File: src/rtl/sii_l2t_pkg.sv
// Shared encodings and constants for the SII-to-L2T request transmitter.
package sii_l2t_pkg;

  typedef enum logic [1:0] {
    CmdRd  = 2'd0,
    CmdWr8 = 2'd1,
    CmdWri = 2'd2,
    CmdIll = 2'd3
  } cmd_e;

  typedef enum logic [2:0] {
    StIdle,
    StHdr0,
    StHdr1,
    StData,
    StGap
  } state_e;

  localparam int unsigned BeatsWr8    = 2;
  localparam int unsigned BeatsWri    = 16;
  localparam int unsigned IqDepthDef  = 16;
  localparam int unsigned WibDepthDef = 4;

  // Index of the final data beat for a write command.
  function automatic logic [3:0] last_beat(cmd_e cmd);
    return (cmd == CmdWri) ? 4'(BeatsWri - 1) : 4'(BeatsWr8 - 1);
  endfunction

endpackage

File: src/rtl/sii_l2t_cred_cnt.sv
// Saturating credit counter: dec consumes a credit, inc returns one.
// Returning a credit into a full counter flags overflow and is dropped.
module sii_l2t_cred_cnt #(
  parameter int unsigned DEPTH = 4,
  parameter int unsigned WIDTH = 3
) (
  input  logic             iol2clk,
  input  logic             rst_l,
  input  logic             inc,
  input  logic             dec,
  output logic [WIDTH-1:0] count,
  output logic             overflow
);

  localparam logic [WIDTH-1:0] Full = WIDTH'(DEPTH);

  logic [WIDTH-1:0] count_q, count_d;

  // Next count; simultaneous inc and dec cancel out.
  always_comb begin
    count_d  = count_q;
    overflow = 1'b0;
    if (inc && !dec) begin
      if (count_q == Full) begin
        overflow = 1'b1;
      end else begin
        count_d = count_q + 1'b1;
      end
    end else if (dec && !inc) begin
      count_d = count_q - 1'b1;
    end
  end

  // Credit register, full on reset.
  always_ff @(posedge iol2clk or negedge rst_l) begin
    if (!rst_l) begin
      count_q <= Full;
    end else begin
      count_q <= count_d;
    end
  end

  assign count = count_q;

endmodule

File: src/rtl/sii_l2t_req_tx.sv
// Serialises accepted requests onto the 32-bit L2T request bus:
// two header words, optional data beats (MSW first), then one idle gap cycle.
module sii_l2t_req_tx
  import sii_l2t_pkg::*;
#(
  parameter int unsigned IQ_DEPTH  = IqDepthDef,
  parameter int unsigned WIB_DEPTH = WibDepthDef
) (
  input  logic         iol2clk,
  input  logic         rst_l,
  input  logic         in_vld,
  output logic         in_rdy,
  input  logic [1:0]   in_cmd,
  input  logic [63:0]  in_hdr,
  input  logic [511:0] in_data,
  output logic [31:0]  sii_l2t_req,
  output logic         sii_l2t_req_vld,
  input  logic         l2t_sii_iq_dequeue,
  input  logic         l2t_sii_wib_dequeue,
  output logic [4:0]   iq_cred,
  output logic [2:0]   wib_cred,
  output logic         err
);

  state_e         state_q, state_d;
  logic   [3:0]   beat_q, beat_d;
  logic   [3:0]   word;
  cmd_e           cmd_q;
  logic   [63:0]  hdr_q;
  logic   [511:0] data_q;
  logic           err_q;
  logic           accept;
  logic           wib_take;
  logic           iq_ovf, wib_ovf;

  // Ready only when idle with the credits this command needs.
  always_comb begin
    in_rdy = (state_q == StIdle) && (iq_cred != '0) && (in_cmd != CmdIll) &&
             ((in_cmd != CmdWri) || (wib_cred != '0));
  end

  assign accept   = in_vld && in_rdy;
  assign wib_take = accept && (in_cmd == CmdWri);
  assign word     = last_beat(cmd_q) - beat_q;

  sii_l2t_cred_cnt #(
    .DEPTH (IQ_DEPTH),
    .WIDTH (5)
  ) u_iq_cred (
    .iol2clk  (iol2clk),
    .rst_l    (rst_l),
    .inc      (l2t_sii_iq_dequeue),
    .dec      (accept),
    .count    (iq_cred),
    .overflow (iq_ovf)
  );

  sii_l2t_cred_cnt #(
    .DEPTH (WIB_DEPTH),
    .WIDTH (3)
  ) u_wib_cred (
    .iol2clk  (iol2clk),
    .rst_l    (rst_l),
    .inc      (l2t_sii_wib_dequeue),
    .dec      (wib_take),
    .count    (wib_cred),
    .overflow (wib_ovf)
  );

  // Next-state and bus outputs; the bus is decoded straight from state.
  always_comb begin
    state_d         = state_q;
    beat_d          = beat_q;
    sii_l2t_req     = '0;
    sii_l2t_req_vld = 1'b0;
    case (state_q)
      StIdle: begin
        if (accept) state_d = StHdr0;
      end
      StHdr0: begin
        sii_l2t_req_vld = 1'b1;
        sii_l2t_req     = hdr_q[63:32];
        state_d         = StHdr1;
      end
      StHdr1: begin
        sii_l2t_req = hdr_q[31:0];
        beat_d      = '0;
        state_d     = (cmd_q == CmdRd) ? StGap : StData;
      end
      StData: begin
        sii_l2t_req = data_q[{word, 5'b0} +: 32];
        if (beat_q == last_beat(cmd_q)) begin
          state_d = StGap;
        end else begin
          beat_d = beat_q + 1'b1;
        end
      end
      StGap: begin
        state_d = StIdle;
      end
      default: begin
        state_d = StIdle;
      end
    endcase
  end

  // FSM, beat counter and captured request.
  always_ff @(posedge iol2clk or negedge rst_l) begin
    if (!rst_l) begin
      state_q <= StIdle;
      beat_q  <= '0;
      cmd_q   <= CmdRd;
      hdr_q   <= '0;
      data_q  <= '0;
    end else begin
      state_q <= state_d;
      beat_q  <= beat_d;
      if (accept) begin
        cmd_q  <= cmd_e'(in_cmd);
        hdr_q  <= in_hdr;
        data_q <= in_data;
      end
    end
  end

  // Sticky error: illegal command offered or a credit returned into a full counter.
  always_ff @(posedge iol2clk or negedge rst_l) begin
    if (!rst_l) begin
      err_q <= 1'b0;
    end else begin
      err_q <= err_q | iq_ovf | wib_ovf | (in_vld && (in_cmd == CmdIll));
    end
  end

  assign err = err_q;

endmodule

File: config.mk
export PLATFORM = sky130hd
export DESIGN_NAME = sii_l2t_req_tx
export DESIGN_NICKNAME = d
export VERILOG_FILES = /design/src/rtl/sii_l2t_pkg.sv /design/src/rtl/sii_l2t_cred_cnt.sv /design/src/rtl/sii_l2t_req_tx.sv
export SDC_FILE = /design/constraint.sdc
export NUM_CORES = 1
export LEC_CHECK = 0
export ABC_AREA = 1
export CAP_MARGIN = 25
export CORE_AREA = 2 2 243 245
export CTS_CLUSTER_DIAMETER = 40
export DETAILED_ROUTE_END_ITERATION = 10
export DIE_AREA = 0 0 245 247
export MAX_ROUTING_LAYER = met4
export PLACE_DENSITY = 0.77
export SLEW_MARGIN = 20
export SYNTH_ARGS = -nofsm -noshare
export SYNTH_HDL_FRONTEND = slang
export SYNTH_SLANG_ARGS = --single-unit
export TNS_END_PERCENT = 10
File: constraint.sdc
create_clock -name iol2clk -period 7.2 [get_ports iol2clk]
set_input_delay 2.16 -clock iol2clk [delete_from_list [all_inputs] [get_ports iol2clk]]
set_output_delay 2.16 -clock iol2clk [all_outputs]
set_load 0.05 [all_outputs]
==> run metrics, run 1 <==
GRT Total Usage 0.361; Reg2Reg Depth 7; maximum clock rate 153 MHz; fin. max-slew vios 0; filler cell count approximately 4800; Post-DRT Antenna Nets 0; setup TNS 0 ns; Slew Limit Headroom 0.247; CTS tree built; vias per std cell 5.36; via count 27730; CTS H-tree depth 3; initial DRC count 3284; sequential fraction of the synthesis area 0.530; Synth Instances around 3800; hpwl dp 73.9 mm; syn_nets ~4400; DRC viols 0; Setup CP Type register to primary output; Setup crit start cmd_q[0]; synth unique cells 34; final net count 4894; post-CTS setup buffer count 0; CP Launch Type register; IO Pins 626; Worst-path clk slew 0.05 ns; PwrDens roughly 500 mW/mm^2; layout cells sized above 1 0.0580; RSZ-0062 raised after global routing no; TritonRoute pass-1 iters 6; area growth from synthesis to layout 36.3%; FF+latch count, synth 594; fin crit share 0.905; core area 0.0582 sq mm; Hold WS about 0.47 ns; largest net degree at the start of global routing 231; Max Cap Viol 0; wire per inst 20.7 um; Min-Delay Path Class register to register; Synth Area per Inst 7.41 sq um; chip width 245 um; Routed WL 107 mm; Critical Path RT 5.04 ns; Worst Setup End Kind primary output; cts hold-fix bufs 0; final setup violation count 0; Hold Fails Final Rpt 0; GPL Wtd Cong around 0.92; TritonCTS buffer count 95; GR Overflow Total 0; Syn. warnings 0; initial core utilization 0.481; Port Buffers about 630; worst slew pin tran 1.13 ns; most frequent cells in the layout nand2_1, clkdlybuf4s50_1, dfrtp_1, nor2_1, nand3_1; status completed; fin crit period 6.52 ns; Root Buffer clkbuf_16; TritonCTS Sinks approximately 590; DIE AREA between 0.06 and 0.07 sq mm; Hold Startpoint data_q[473]; FP Rows 89; Leak 19.1 nW; global-route wire length before repair ~160 mm; initial antenna violation count 16; Reg-to-Reg Start state_q[1]; worst-path maximum fanout 64; WP data arrival 4.36 ns; Max clock buf depth 3; number of global-route vias before repair 26782; commonest non-fill, non-tap cell in the layout nand2_1; peak supply drop 0.315 mV; WHS Path Cells 2; worst clock skew 0.0284 ns; post_cts resized 0; clk_lat worst skew ~0.65 ns; Synth Cell Area roughly 0.028 sq mm; flop-to-flop setup slack 4.20 ns; DIE HEIGHT 247 um
==> per-stage QoR <==
step            util  instance area [sq um]  setup WS (ns)  total power [mW]  std cells
2_1_floorplan      -                  28000           2.24              10.7       3784
3_3_place_gp   0.597                  34800           1.10              13.8       4978
3_5_place_dp   0.597                  34800           1.10              14.0       4978
4_1_cts        0.656                  38200          0.621              18.9       5152
5_1_grt        0.656                  38200          0.533              20.1       5167
6_report       0.656                  38200          0.685              19.0       5169
==> Yosys cell counts <==
cell type,count,share of area
nor2_2,1,0.00022
clkbuf_2,3,0.00054
nand3_1,331,0.059
clkinv_1,2,0.00027
o21bai_1,1,0.00027
xor2_1,5,0.0016
nand3b_4,1,0.00071
a21oi_1,4,0.00071
nand2_2,2,0.00045
o21ai_0,168,0.030
o31ai_1,1,0.00027
o22ai_1,4,0.00089
nor2_4,1,0.00040
nor2_1,393,0.053
ha_1,6,0.0027
dfrtp_1,592,0.53
xor2_2,1,0.00058
xnor2_2,1,0.00058
o211ai_1,1,0.00027
buf_6,4,0.0016
a31oi_1,1,0.00022
xnor2_1,1,0.00031
clkbuf_1,65,0.0087
nand3_2,1,0.00036
dfstp_2,2,0.0019
buf_2,122,0.022
nand2_1,1954,0.26
inv_1,25,0.0033
buf_1,16,0.0021
o21ai_1,33,0.0059
nand4_1,5,0.0011
inv_2,4,0.00054
fa_1,3,0.0021
buf_4,30,0.0080
==> logic make-up (layout without fill, tap and decap cells) <==
family / after synthesis / in the layout / synth area share
xor+xnor: 8 / 8 / 0.00303
flops: 594 / 594 / 0.530
simple gates: 2689 / 2689 / 0.377
fa+ha+maj: 9 / 9 / 0.00482
other cells: 0 / 17 / 0
buf+inv: 271 / 866 / 0.0469
compound gates: 213 / 213 / 0.0385
==> registers in the layout, indices dropped and copies added (netlist names) <==
name and flops:
err 1, data_q 512, beat_q 4, state_q 3, cmd_q 2, u_iq_cred.count 5
hdr_q 64, u_wib_cred.count 3
==> final timing paths <==
| kind | end |
|---|---|
| setup / recovery | sii_l2t_req[22] |
| hold / removal | data_q[473] |
| setup reg to reg | data_q[117] |
| hold reg to reg | data_q[473] |
| max in group asynchronous | data_q[422] |
| min in group asynchronous | data_q[200] |
==> worst max-delay path, cell delays in order (launching register included) <==
cell,delay (ns)
dfrtp_1,0.40
inv_1,0.08
nand2_2,0.12
ha_4,0.19
fa_4,0.79
buf_4,0.67
nand2_1,0.11
nand3_1,0.15
nand3_1,0.17
nand3_1,0.12
clkdlybuf4s50_1,0.87
==> final cells by class <==
cell class                      count  area (sq um)  area share
Tap cell                          773           967      0.0253
Inverter                           31           129     0.00337
Sequential cell                   594         14900       0.389
Timing Repair Buffer              661          6920       0.181
Multi-Input combinational cell   2919         11900       0.311
Clock buffer                      117          2640      0.0691
Antenna cell                       17          42.5     0.00111
Clock inverter                     57           769      0.0201
==> metal layers <==
layer,part of all wire,global-route usage,vias up
met1,0.38,0.449,13029
met2,0.47,0.553,1533
met5,0,-,-
li1,-,-,12865
met4,0.061,0.210,0
met3,0.091,0.0700,303
==> where the power goes <==
part	switching, mW	leakage (nW)	internal [mW]
combinational	5.56	10.1	2.70
sequential	0.933	7.42	4.90
clock	1.75	1.65	3.13
(Power assumes the default switching activity.)
==> run 2: changes to the inputs <==
- SKIP_LAST_GASP: unset -> 1
==> results of run 2 <==
Same layout as run 1: the final DEF is identical, and so are final timing and power.
